[config.mk]
export PLATFORM = sky130hd
export DESIGN_NAME = mem_arbiter
export DESIGN_NICKNAME = d
export VERILOG_FILES = /design/src/rtl/cpu_pkg.sv /design/src/rtl/mem_arb_tag_pipe.sv /design/src/rtl/mem_arbiter.sv
export SDC_FILE = /design/constraint.sdc
export NUM_CORES = 1
export LEC_CHECK = 0
export ABC_AREA = 1
export BUFFER_PORTS_ARGS = -buffer_cell sky130_fd_sc_hd__buf_2
export CORE_AREA = 2 2 108 110
export DETAILED_ROUTE_END_ITERATION = 10
export DIE_AREA = 0 0 110 112
export PLACE_DENSITY = 0.55
export SYNTH_ARGS = -nofsm -noshare
export SYNTH_HDL_FRONTEND = slang
export SYNTH_SLANG_ARGS = --single-unit
[constraint.sdc]
create_clock -name clk -period 1.6 [get_ports clk]
set_clock_uncertainty 0.05 [all_clocks]
set_input_delay 0.16 -clock clk [delete_from_list [all_inputs] [get_ports clk]]
set_output_delay 0.16 -clock clk [all_outputs]
set_load 0.03 [all_outputs]
[src/rtl/cpu_pkg.sv]
// cpu_pkg: shared types and constants for the core's memory arbitration
package cpu_pkg;
  typedef enum logic {OWN_IF, OWN_DM} t_mem_owner;
  typedef struct packed {
    logic [31:0] adrs;
    logic        wr_en;
    logic [3:0]  byt_en;
    logic        sign_ext;
    logic [31:0] wr_data;
  } t_mem_req;
  localparam logic [3:0] MEM_FETCH_BYT_EN = 4'b1111;
endpackage

[src/rtl/mem_arb_tag_pipe.sv]
// mem_arb_tag_pipe: fixed-latency {valid, owner} tags that route read data back to its requester
module mem_arb_tag_pipe
  import cpu_pkg::*;
#(
  parameter int RD_LATENCY = 1
) (
  input  logic       clk,
  input  logic       rst,
  input  logic       in_valid_i,
  input  t_mem_owner in_owner_i,
  output logic       out_valid_o,
  output t_mem_owner out_owner_o
);
  logic [RD_LATENCY-1:0] valid_q, own_q;
  logic [RD_LATENCY:0]   valid_d, own_d;
  assign valid_d = {valid_q, in_valid_i};
  assign own_d   = {own_q, in_owner_i};
  always_ff @(posedge clk or posedge rst) begin
    if (rst) begin
      valid_q <= '0;
      own_q   <= '0;
    end else begin
      valid_q <= valid_d[RD_LATENCY-1:0];
      own_q   <= own_d[RD_LATENCY-1:0];
    end
  end
  assign out_valid_o = valid_q[RD_LATENCY-1];
  assign out_owner_o = t_mem_owner'(own_q[RD_LATENCY-1]);
endmodule

[src/rtl/mem_arbiter.sv]
// mem_arbiter: shares one memory port between fetch and data requesters
// with data priority, stall lock, and a starvation guard for fetch.
module mem_arbiter
  import cpu_pkg::*;
#(
  parameter int RD_LATENCY   = 1,
  parameter int STARVE_LIMIT = 3
) (
  input  logic        clk,
  input  logic        rst,
  input  logic        if_req_valid,
  output logic        if_req_ready,
  input  logic [31:0] if_adrs,
  output logic        if_rsp_valid,
  output logic [31:0] if_rsp_data,
  input  logic        dm_req_valid,
  output logic        dm_req_ready,
  input  logic [31:0] dm_adrs,
  input  logic        dm_wr_en,
  input  logic [3:0]  dm_byt_en,
  input  logic        dm_sign_ext,
  input  logic [31:0] dm_wr_data,
  output logic        dm_rsp_valid,
  output logic [31:0] dm_rsp_data,
  output logic        mem_req_valid,
  input  logic        mem_ready,
  output logic [31:0] mem_adrs,
  output logic        mem_wr_en,
  output logic [3:0]  mem_byt_en,
  output logic        mem_sign_ext,
  output logic [31:0] mem_wr_data,
  input  logic [31:0] mem_rd_data
);
  localparam logic [3:0] LIMIT = 4'(STARVE_LIMIT);
  logic       lock_valid_q, lock_valid_d;
  t_mem_owner lock_owner_q, lock_owner_d, winner, rsp_owner;
  logic [3:0] starve_q, starve_d;
  t_mem_req   if_req, dm_req, mem_req;
  logic       accept, if_acc, dm_acc, rsp_valid;
  always_comb begin
    if_req        = '{adrs: if_adrs, wr_en: 1'b0, byt_en: MEM_FETCH_BYT_EN, sign_ext: 1'b0, wr_data: 32'h0};
    dm_req        = '{adrs: dm_adrs, wr_en: dm_wr_en, byt_en: dm_byt_en, sign_ext: dm_sign_ext, wr_data: dm_wr_data};
    winner        = lock_valid_q ? lock_owner_q :
                    (if_req_valid && (!dm_req_valid || starve_q == LIMIT)) ? OWN_IF : OWN_DM;
    mem_req_valid = !rst && (winner == OWN_IF ? if_req_valid : dm_req_valid);
    mem_req       = !mem_req_valid ? '0 : (winner == OWN_IF ? if_req : dm_req);
    accept        = mem_req_valid && mem_ready;
    if_acc        = accept && winner == OWN_IF;
    dm_acc        = accept && winner == OWN_DM;
    // A presented but unaccepted request pins the owner so the memory sees a stable request.
    lock_valid_d  = mem_req_valid && !mem_ready;
    lock_owner_d  = winner;
    starve_d      = (!if_req_valid || if_acc) ? 4'd0 :
                    (dm_acc && starve_q != LIMIT) ? starve_q + 4'd1 : starve_q;
  end
  always_ff @(posedge clk or posedge rst) begin
    if (rst) begin
      lock_valid_q <= 1'b0;
      lock_owner_q <= OWN_IF;
      starve_q     <= '0;
    end else begin
      lock_valid_q <= lock_valid_d;
      lock_owner_q <= lock_owner_d;
      starve_q     <= starve_d;
    end
  end
  assign if_req_ready = if_acc;
  assign dm_req_ready = dm_acc;
  assign mem_adrs     = mem_req.adrs;
  assign mem_wr_en    = mem_req.wr_en;
  assign mem_byt_en   = mem_req.byt_en;
  assign mem_sign_ext = mem_req.sign_ext;
  assign mem_wr_data  = mem_req.wr_data;
  mem_arb_tag_pipe #(.RD_LATENCY(RD_LATENCY)) u_tag_pipe (
    .clk         (clk),
    .rst         (rst),
    .in_valid_i  (accept && !mem_req.wr_en),
    .in_owner_i  (winner),
    .out_valid_o (rsp_valid),
    .out_owner_o (rsp_owner)
  );
  assign if_rsp_valid = rsp_valid && rsp_owner == OWN_IF;
  assign dm_rsp_valid = rsp_valid && rsp_owner == OWN_DM;
  assign if_rsp_data  = mem_rd_data;
  assign dm_rsp_data  = mem_rd_data;
endmodule

==> run_results.csv, run 1 <==
group,metric,value,unit
clock_tree,clkTransAtPathRegs,0.04,ns
power,switching_share,0.4386,
floorplanning,initial_core_util,0.1659,
clock_tree,cts_hold_buf,0,
place,io_buffer_count,181,
timing,slew_violations,0,
final_layout,syn2layout_area_growth,129.8,%
final_layout,final_cells,597,
clock_tree,clock_path_buffers,2,
clock_tree,cts_made_buffers,3,
timing,tns,-26.53,ns
setup_path,reg2reg_depth,12,
grt,grt_pass1_wl,11550,um
setup_path,startpoint_type,"register",
timing,final-hold-violation-count,0,
drt,drt_wl_total,8454,um
floorplanning,io_pins,278,
final_layout,multi_input_area,1812,um2
power,p_leak,1.953,nW
clock_tree,htreeDepth,1,
grt,grt_max_degree,37,
power,p_comb_frac,0.699,
timing,setup_violations,77,
synthesis,seq_area_frac_synth,0.09447,
final_layout,diodes,0,
place,dp_cells,583,
timing,rsz0062_at_grt,"yes",
grt,track_usage,0.1193,
clock_tree,clock_sinks,7,
final_layout,ff_latch_area,175.2,um2
synthesis,ys_types,23,
drt,wl_per_cell,14.16,um
synthesis,syn_nets,448,
synthesis,synth_cells,308,
drt,drt_pass1_iterations,4,
setup_path,r2r_slack,-0.17,ns
grt,antenna_found_initial,0,
floorplanning,dieArea,12320,um2
run_status,violations,"negative setup slack",
floorplanning,fp.coreArea,11170,um2
final_layout,finalNetCount,595,
timing,timing.fmax,501.0,MHz
synthesis,ys_ff_latch,7,
final_layout,num-fill-cells,1132,
floorplanning,rows,39,
timing,finalCritPeriodShare,1.247,
synthesis,avgSynthCellArea,6.020,um2
clock_tree,cts-root-buf,"clkbuf_16",
setup_path,required,1.39,ns
run_status,outcome,"finished with violations",
drt,avgViaCountPerCell,4.176,
floorplanning,die_x,110,um
timing,period_minus_slack,1.996,ns
timing,setup_ws,-0.3958,ns
drt,drc,0,
clock_tree,cts_tree,"done",
timing,tightestPinTransition,0.2928,ns
power,switchingPower,0.9092,mW
floorplanning,die_y,112,um
final_layout,drive_above_1_share,0.7577,
setup_path,criticalPathCategory,"register to output port",
final_layout,fin_util,0.3814,
setup_path,arrival,1.79,ns
place,dp_slack,-0.3129,ns
grt,gr-total-overflow,0,
drt,drt_iter0_drc,70,
power,p_seq_frac,0.091,
place,gp_congestion,0.7964,
drt,ant_nets,0,
place,dpl.hpwl,6086,um
job,drv_cap,0,
drt,vias,2493,
synthesis,yosys_warnings,0,
setup_path,critPathMaxFanout,18,
min_path,hold_class,"input port to async pin",
clock_tree,clk_latency,0.24,ns
power,p_int,1.164,mW
setup_path,r2r-start,"starve_q[0]$_DFFE_PP0P_",
power,peakVddDrop,0.0002760,V
setup_path,r2r-end,"starve_q[3]$_DFFE_PP0P_",
power,power.density,486.5,nW/um2
setup_path,end_kind,"output port",
synthesis,netlist_area,1854,um2
power,p_clk_frac,0.210,
timing,relSlewSlack,0.8048,
grt,grt_pass1_vias,2414,
-- how the worst max path moves through the flow --
stage	start	endpoint	slack, ns	cells after the start
floorplan	starve_q[0]$_DFFE_PP0P_	mem_sign_ext	-0.08	8
global placement	starve_q[0]$_DFFE_PP0P_	mem_adrs[6]	-0.29	9
detailed placement	starve_q[0]$_DFFE_PP0P_	mem_adrs[6]	-0.31	9
CTS	starve_q[0]$_DFFE_PP0P_	mem_adrs[6]	-0.43	10
global route	starve_q[0]$_DFFE_PP0P_	mem_adrs[20]	-0.47	10
finish	starve_q[0]$_DFFE_PP0P_	mem_adrs[6]	-0.40	10
-- sequential cells by signal (all words and copies together), names as in the netlist --
register	flops
u_tag_pipe.out_valid_o	1
lock_valid_q	1
u_tag_pipe.out_owner_o	1
starve_q	4
-- worst max-delay path, stage by stage, from the launching register on --
cell and delay [ns]:
dfrtp_1 0.41, ha_4 0.19, nand2_4 0.06, nand2_4 0.05, nand2_4 0.09, nand2_8 0.09, clkinv_8 0.09, buf_12 0.15
nand2_1 0.11, a21oi_4 0.14, buf_6 0.14
-- final cells by class --
type                    count  share of cell area
clock buffers               4             0.01850
inverters                  10             0.01233
multi-input cells         209              0.4251
flip-flops and latches      7             0.04110
well taps                 143             0.04198
repair buffers            224              0.4610
-- cells by family after synthesis --
kind of cell / share of synthesized area
AND/OR/NAND/NOR: 0.3974
buffers and inverters: 0.3583
AO/OA/AOI/OAI: 0.1336
flip-flops: 0.09447
XOR/XNOR: 0.009448
adder cells (fa/ha/maj): 0.006747
-- power groups by stage --
| stage | Combinational (mW) | Clock [mW] | Sequential [mW] |
|---|---|---|---|
| after detailed placement | 1.09 | 0 | 0.191 |
| final | 1.45 | 0.436 | 0.189 |
| after floorplan | 1.05 | 0 | 0.191 |
| after global routing | 1.53 | 0.453 | 0.190 |
| after global placement | 1.08 | 0 | 0.191 |
| after CTS | 1.39 | 0.442 | 0.189 |
-- metrics by stage --
stage	area (um2)	hold WS (ns)	total power, mW
5_1_grt	4262	0.04588	2.175
4_1_cts	4073	0.02848	2.018
3_5_place_dp	3218	0.2650	1.284
3_3_place_gp	3218	0.2656	1.273
2_1_floorplan	2470	-0.01061	1.239
6_report	4262	0.02029	2.073
-- timing repair --
item                       CTS  global route
setup buffers                5             0
hold endpoints to repair     0             0
resized for setup          192            32
cloned                       4             2
pin swaps                    6            17
setup endpoints to repair   77            78
-- cell usage after synthesis, drive strengths merged --
master / n / area share
dfrtp: 7 / 0.094
ha: 1 / 0.0067
xnor2: 1 / 0.0047
nand4: 5 / 0.020
nand2: 109 / 0.24
buf: 82 / 0.34
xor2: 1 / 0.0047
nand3: 9 / 0.034
inv: 10 / 0.020
nor2: 50 / 0.11
a31oi: 1 / 0.0067
a21oi: 32 / 0.13
-- routing by layer --
metal	GRT usage	vias to the layer above	routed length [um]
met5	0	-	0
met4	0.03882	0	243
met3	0.01405	23	693
met2	0.2495	134	4713
met1	0.1142	1147	2803
li1	-	1189	-
-- cell usage in the layout (no fill, tap or decap) --
| cell | synthesis | layout |
|---|---|---|
| xnor2_1 | 1 | 1 |
| inv_4 | 0 | 1 |
| clkbuf_16 | 0 | 5 |
| buf_2 | 9 | 108 |
| nand3_1 | 7 | 3 |
| clkbuf_1 | 0 | 1 |
| nand2_1 | 105 | 81 |
| nand4_4 | 0 | 1 |
| nor2_1 | 48 | 4 |
| clkinv_8 | 0 | 1 |
| nand2_8 | 0 | 1 |
| buf_12 | 0 | 11 |
| nor2_4 | 1 | 42 |
| a21oi_4 | 0 | 31 |
| buf_4 | 65 | 20 |
| a31oi_4 | 0 | 1 |
| buf_6 | 7 | 78 |
| xor2_1 | 1 | 1 |
| nand3_2 | 1 | 3 |
| buf_16 | 0 | 4 |
| dfrtp_1 | 7 | 7 |
| nor2_2 | 1 | 4 |
| nand2_2 | 0 | 10 |
| nand2_4 | 4 | 17 |
| buf_8 | 1 | 1 |
| nand4_1 | 4 | 4 |
| ha_4 | 0 | 1 |
| a21oi_2 | 20 | 1 |
| inv_1 | 9 | 8 |
| nand3_4 | 1 | 3 |
No activity file was read; power rests on OpenSTA's default activity.
==> inputs of run 2 (changes only) <==
- PLACE_DENSITY: 0.55 -> 0.54
- SYNTH_HIERARCHICAL: default -> 1
==> run 2 against run 1 <==
The flow still finishes with violations (negative setup slack). Global-route usage rose by 0.54 points. Utilization rose by 3.0 points. Total power rose by 5.6%. Clock power fell by 7.6%. Synthesized cell count rose by 0.65%. Sequential power rose by 14%. Die area did not move. Cell area rose by 7.9%. Critical path depth did not move. Hold slack improved by 0.080 ns. Setup slack improved by 0.0073 ns. Non-clock buffer count rose by 5. Highest routed layer unchanged.
==> run_results.csv, run 2 <==
group,metric,value,unit
drt,vias,2488,
setup_path,reg2reg_depth,11,
timing,tns,-24.44,ns
floorplanning,dieArea,12320,um2
synthesis,synthTopCellsByArea,"buf_4, nand2_1, dfrtp_1",
final_layout,final_cell_mix,"buf_2, buf_6, nand2_1",
synthesis,syn_nets,450,
setup_path,path_buf_inv,3,
grt,top_usage_layer,"met2",
setup_path,crit_top_cell,"nand2_2",
synthesis,synth_top_area_cell,"buf_4",
final_layout,top_register,"starve_q",
setup_path,slowest_stage,"dfrtp_1",
synthesis,synthArstFlopShare,1.000,
timing,setup_violations,78,
timing,tightestPinTransition,0.2811,ns
synthesis,ys_ff_latch,8,
floorplanning,fp.coreArea,11170,um2
final_layout,final_cells,604,
clock_tree,clock_path_buffers,2,
power,power.density,476.2,nW/um2
run_status,violations,"negative setup slack",
synthesis,synth_cells,310,
synthesis,netlist_area,1833,um2
final_layout,syn2layout_area_growth,150.9,%
grt,use_met1,0.1161,
synthesis,synth_top_area_frac,0.2744,
setup_path,r2r-end,"starve_q[0]$_DFFE_PP0P_",
final_layout,fin_util,0.4115,
grt,antenna_found_initial,0,
final_layout,mostFrequentLayoutCell,"buf_2",
setup_path,criticalPathCategory,"register to output port",
setup_path,critical_path.cell_chain,"ha_2 > nand2_2 > nand2_2 > nand2_4 > nand2_8 > clkinv_16 > buf_16 > nand2_1 > a21oi_4 > buf_6",
place,io_buffer_count,181,
synthesis,ys.flop_type,"dfrtp_1",
power,power,2.190,mW
final_layout,largest_reg_flops,4,
drt,drc,0,
power,peakVddDrop,0.0002477,V
place,dpl_cell_area,3206,um2
drt,wl_per_cell,14.61,um
floorplanning,initial_core_util,0.1640,
clock_tree,clk_latency,0.23,ns
timing,finalCritPeriodShare,1.243,
drt,drt_iter0_drc,72,
clock_tree,cts_tree,"done",
clock_tree,htreeDepth,1,
place,dpl.hpwl,5580,um
grt,use_met2,0.2712,
floorplanning,io_pins,278,
synthesis,seq_area_frac_synth,0.1092,
setup_path,end_kind,"output port",
grt,track_usage,0.1247,
timing,hold_slack,0.1006,ns
drt,drt_wl_total,8825,um
synthesis,ys_types,20,
power,p_leak,2.114,nW
floorplanning,rows,39,
timing,timing.fmax,502.9,MHz
timing,rsz0062_at_grt,"yes",
synthesis,yosysMostFrequentCell,"nand2_1",
final_layout,diodes,0,
final_layout,drive_above_1_share,0.8178,
synthesis,synthTopCellsByCount,"nand2_1, buf_4, nor2_1, a21oi_2, a21oi_1",
synthesis,yosys_warnings,6,
grt,met3_usage,0.01756,
drt,drt_pass1_iterations,4,
final_layout,finalNetCount,603,
grt,grt_max_degree,20,
setup_path,startpoint_type,"register",
grt,gr-total-overflow,0,
min_path,hold_class,"input port to async pin",
clock_tree,cts-root-buf,"clkbuf_16",
place,gp_congestion,0.8371,
timing,setup_ws,-0.3885,ns
place,dp_cells,580,
place,dp_slack,-0.2503,ns
floorplanning,die_x,110,um
setup_path,required,1.39,ns
setup_path,r2r-start,"starve_q[0]$_DFFE_PP0P_",
setup_path,critPathMaxFanout,5,
job,drv_cap,0,
timing,slew_violations,0,
drt,avgViaCountPerCell,4.119,
drt,ant_nets,0,
setup_path,critPathTopFamily,"simple AND/OR/NAND/NOR gates",
synthesis,synth-edff-count,0,
clock_tree,cts_made_buffers,3,
timing,final-hold-violation-count,0,
clock_tree,clock_sinks,8,
floorplanning,die_y,112,um
synthesis,avgSynthCellArea,5.913,um2
grt,grt_pass1_vias,2611,
setup_path,r2r_slack,-0.13,ns
run_status,outcome,"finished with violations",
timing,relSlewSlack,0.8120,
final_layout,design_area,4598,um2
setup_path,critPathMaxStageDelay,0.37,ns
grt,grt_pass1_wl,12190,um
timing,period_minus_slack,1.989,ns
clock_tree,clkTransAtPathRegs,0.03,ns
setup_path,arrival,1.78,ns
## run 2: changes by cell type in the layout (fill, tap and decap cells not counted), moves of 3 or more
| cell | previous run | this run |
|---|---|---|
| buf_4 | 20 | 14 |
| buf_6 | 78 | 81 |
| buf_16 | 4 | 7 |
| clkbuf_16 | 5 | 8 |
| nor2_4 | 42 | 45 |
| nand2_1 | 81 | 51 |
| nand2_2 | 10 | 23 |
| nand2_4 | 17 | 34 |
## run 2: cell families after synthesis
group                    count (synthesis)  synth area share
buffers and inverters                   93            0.3584
AO/OA/AOI/OAI                           33            0.1317
adder cells (fa/ha/maj)                  1          0.006825
flip-flops                               8            0.1092
XOR/XNOR                                 2          0.009558
AND/OR/NAND/NOR                        173            0.3843
## run 2: repair_timing
action | in CTS | in global routing
hold buffers | 2 | 0
pin swaps | 2 | 11
buffers inserted | 3 | 3
endpoints found under the setup margin | 78 | 78
resized for setup | 179 | 96
endpoints found under the hold margin | 3 | 0
cloned | 7 | 7
## run 2: worst max-delay path by stage
| stage | from | slack (ns) | to | cells after the start |
|---|---|---|---|---|
| after floorplan | starve_q[0]$_DFFE_PP0P_ | -0.12 | mem_adrs[10] | 9 |
| after global placement | starve_q[3]$_DFFE_PP0P_ | -0.20 | mem_adrs[29] | 10 |
| after detailed placement | starve_q[1]$_DFFE_PP0P_ | -0.25 | mem_adrs[26] | 10 |
| after CTS | starve_q[0]$_DFFE_PP0P_ | -0.45 | dm_req_ready | 10 |
| after global routing | starve_q[3]$_DFFE_PP0P_ | -0.50 | mem_adrs[15] | 9 |
| final | starve_q[1]$_DFFE_PP0P_ | -0.39 | mem_adrs[26] | 10 |
## run 2: cell type report
type,count,area [um2]
timing repair buffer,229,2121
tap,143,178.9
clock buffer,3,75.07
multi-input combinational,209,1937
sequential,8,200.2
fill,1083,6576
timing repair inverter,1,16.27
inverter,11,70.07
## run 2: power by group
group / total, mW / switching (mW) / internal (mW)
Combinational: 1.57 / 0.855 / 0.716
Sequential: 0.216 / 0.00417 / 0.212
Clock: 0.403 / 0.0819 / 0.321
Total: 2.19 / 0.941 / 1.25
## run 2: metal layers
| layer | vias to the layer above | routed length (um) |
|---|---|---|
| met2 | 136 | 5216 |
| met1 | 1137 | 2796 |
| met3 | 11 | 737 |
| met5 | - | 0 |
| li1 | 1204 | - |
| met4 | 0 | 74 |
## run 2: tightest hold or removal path: stages
cell	delay, ns
buf_2	0.11
inv_1	0.21
buf_4	0.22
==> inputs of run 3 (changes only) <==
==> constraint.sdc (replaced) <==
create_clock -name clk -period 1.6 [get_ports clk]
set_clock_uncertainty 0.05 [all_clocks]
set_input_delay 0.32 -clock clk [delete_from_list [all_inputs] [get_ports clk]]
set_output_delay 0.32 -clock clk [all_outputs]
set_load 0.03 [all_outputs]
==> run 3 against run 2 <==
The run still ends with negative setup slack left. Register-to-register slack lost 0.29 ns. Final cell count fell by 1.7%. Sequential share of layout area up 0.84 points. Combinational power is 19% lower. Setup slack worse by 0.19 ns. Via count is 5.0% lower. Critical path depth stayed put. Utilization is 6.6 points lower.
==> run_results.csv, run 3 (synthesized netlist as in run 2, its figures left out) <==
group,metric,value,unit
power,p_int,1.070,mW
final_layout,mostFrequentLayoutCell,"buf_2",
timing,timing.fmax,458.2,MHz
timing,slew_violations,0,
drt,vias,2363,
min_path,hold_class,"input port to async pin",
power,switchingPower,0.8242,mW
power,p_leak,1.857,nW
setup_path,r2r-start,"starve_q[1]$_DFFE_PP0P_",
timing,period_minus_slack,2.182,ns
setup_path,required,1.23,ns
setup_path,slowest_stage,"dfrtp_1",
grt,grt_pass1_wl,9991,um
grt,track_usage,0.1019,
place,dpl_cell_area,3238,um2
clock_tree,clkTransAtPathRegs,0.04,ns
power,switching_share,0.4352,
place,dp_cells,579,
grt,grt_pass1_vias,2177,
setup_path,startpoint_type,"register",
setup_path,critical_path.cell_chain,"ha_2 > nand2_2 > nand2_2 > nand2_2 > buf_6 > nand3_4 > nand3_4 > buf_12 > a21oi_4 > buf_6",
run_status,violations,"negative setup slack",
power,p_comb_frac,0.670,
final_layout,top_register,"starve_q",
drt,wl_per_cell,12.44,um
floorplanning,io_pins,278,
final_layout,final_cell_mix,"buf_2, nand2_1, buf_4",
drt,drt_pass1_iterations,4,
clock_tree,cts_tree,"done",
place,io_buffer_count,181,
power,p_seq_frac,0.114,
final_layout,drive_above_1_share,0.7450,
setup_path,startpoint,"starve_q[1]$_DFFE_PP0P_",
timing,tightestPinTransition,0.3856,ns
setup_path,criticalPathCategory,"register to output port",
timing,finalCritPeriodShare,1.364,
clock_tree,clock_sinks,8,
grt,antenna_found_initial,0,
clock_tree,clock_path_buffers,2,
floorplanning,dieArea,12320,um2
setup_path,critPathMaxFanout,13,
clock_tree,cts_made_buffers,3,
floorplanning,rows,39,
drt,ant_nets,0,
drt,avgViaCountPerCell,3.978,
job,drv_cap,0,
timing,setup_ws,-0.5825,ns
floorplanning,fp.coreArea,11170,um2
drt,drc,0,
place,gp_congestion,0.6650,
timing,final-hold-violation-count,0,
clock_tree,clk_latency,0.23,ns
drt,drt_iter0_drc,57,
power,power,1.894,mW
grt,gr-total-overflow,0,
timing,setup_violations,79,
grt,grt_max_degree,39,
clock_tree,cts-root-buf,"clkbuf_16",
setup_path,end_kind,"output port",
floorplanning,die_x,110,um
final_layout,syn2layout_area_growth,110.4,%
final_layout,final_cells,594,
drt,drt_wl_total,7387,um
power,p_clk_frac,0.216,
setup_path,critPathMaxStageDelay,0.34,ns
power,peakVddDrop,0.0003310,V
floorplanning,initial_core_util,0.1640,
run_status,outcome,"finished with violations",
final_layout,design_area,3856,um2
setup_path,crit_top_cell,"nand2_2",
clock_tree,htreeDepth,1,
final_layout,largest_reg_flops,4,
floorplanning,die_y,112,um
final_layout,diodes,0,
timing,rsz0062_at_grt,"yes",
power,power.density,491.2,nW/um2
final_layout,finalNetCount,593,
timing,relSlewSlack,0.7417,
final_layout,num-fill-cells,1152,
setup_path,arrival,1.81,ns
place,dpl.hpwl,5462,um
## run 3: changes by cell type in the layout (fill, tap and decap cells not counted), sizes merged
cell and change:
buf -13, clkbuf +5, inv +1, dlygate4sd3 -1
clkinv -2
## run 3: power by group through the flow
stage                     Sequential (mW)  Combinational (mW)  Clock, mW
after floorplan                     0.218                1.07          0
after global placement              0.218                1.07          0
after detailed placement            0.219                1.09          0
after CTS                           0.216                1.22      0.425
after global routing                0.217                1.35      0.446
final                               0.216                1.27      0.410
## run 3: final timing paths
path,endpoint,cells after the start,slack (ns)
max,mem_adrs[25],10,-0.58
min,starve_q[0]$_DFFE_PP0P_,4,0.24
max in group asynchronous,u_tag_pipe/out_owner_o$_DFF_PP0_,3,0.93
max reg2reg,starve_q[0]$_DFFE_PP0P_,13,-0.42
min in group clk,lock_valid_q$_DFF_PP0_,2,0.28
min reg2reg,starve_q[1]$_DFFE_PP0P_,3,0.57
## run 3: timing repair
action                                  CTS  global route
gates resized for setup                 104            30
hold endpoints to repair                  2             0
cloned                                    1             3
buffers inserted                          3             4
endpoints found under the setup margin   79            79
pin swaps                                 3             2
hold buffers                              1             0
## run 3: critical path, delay by kind of cell, from the launching register on
kind                       cells  cell delay (ns)
AOI/OAI and AO/OA              1             0.13
adders and majority gates      1             0.19
buffers and inverters          3             0.49
DFF                            1             0.34
and+or+nand+nor                5             0.44
## run 3: final cells by class
cell class	count	area, um2	share of cell area
timing repair buffer	220	1693	0.4390
tap	143	178.9	0.04640
multi-input combinational	209	1665	0.4319
sequential	8	200.2	0.05191
clock buffer	3	75.07	0.01947
inverter	11	43.79	0.01136
## run 3: routing by layer
metal	wire, um	vias to the layer above	track usage
li1	-	1183	-
met1	2522	1025	0.09664
met2	4067	151	0.2119
met3	758	4	0.02342
met4	39	0	0.02110
met5	0	-	0
## run 3: stage by stage
| step | util | setup WS (ns) | hold slack (ns) | TNS (ns) |
|---|---|---|---|---|
| finish | 0.3451 | -0.5825 | 0.2385 | -40.88 |
| global route | 0.3451 | -0.6782 | 0.2653 | -48.99 |
| CTS | 0.3273 | -0.6075 | 0.2490 | -40.97 |
| detailed placement | 0.2898 | -0.4360 | 0.1464 | -28.18 |
| global placement | 0.2898 | -0.4048 | 0.1502 | -25.90 |
| floorplan | - | -0.2780 | 0.01118 | -17.33 |
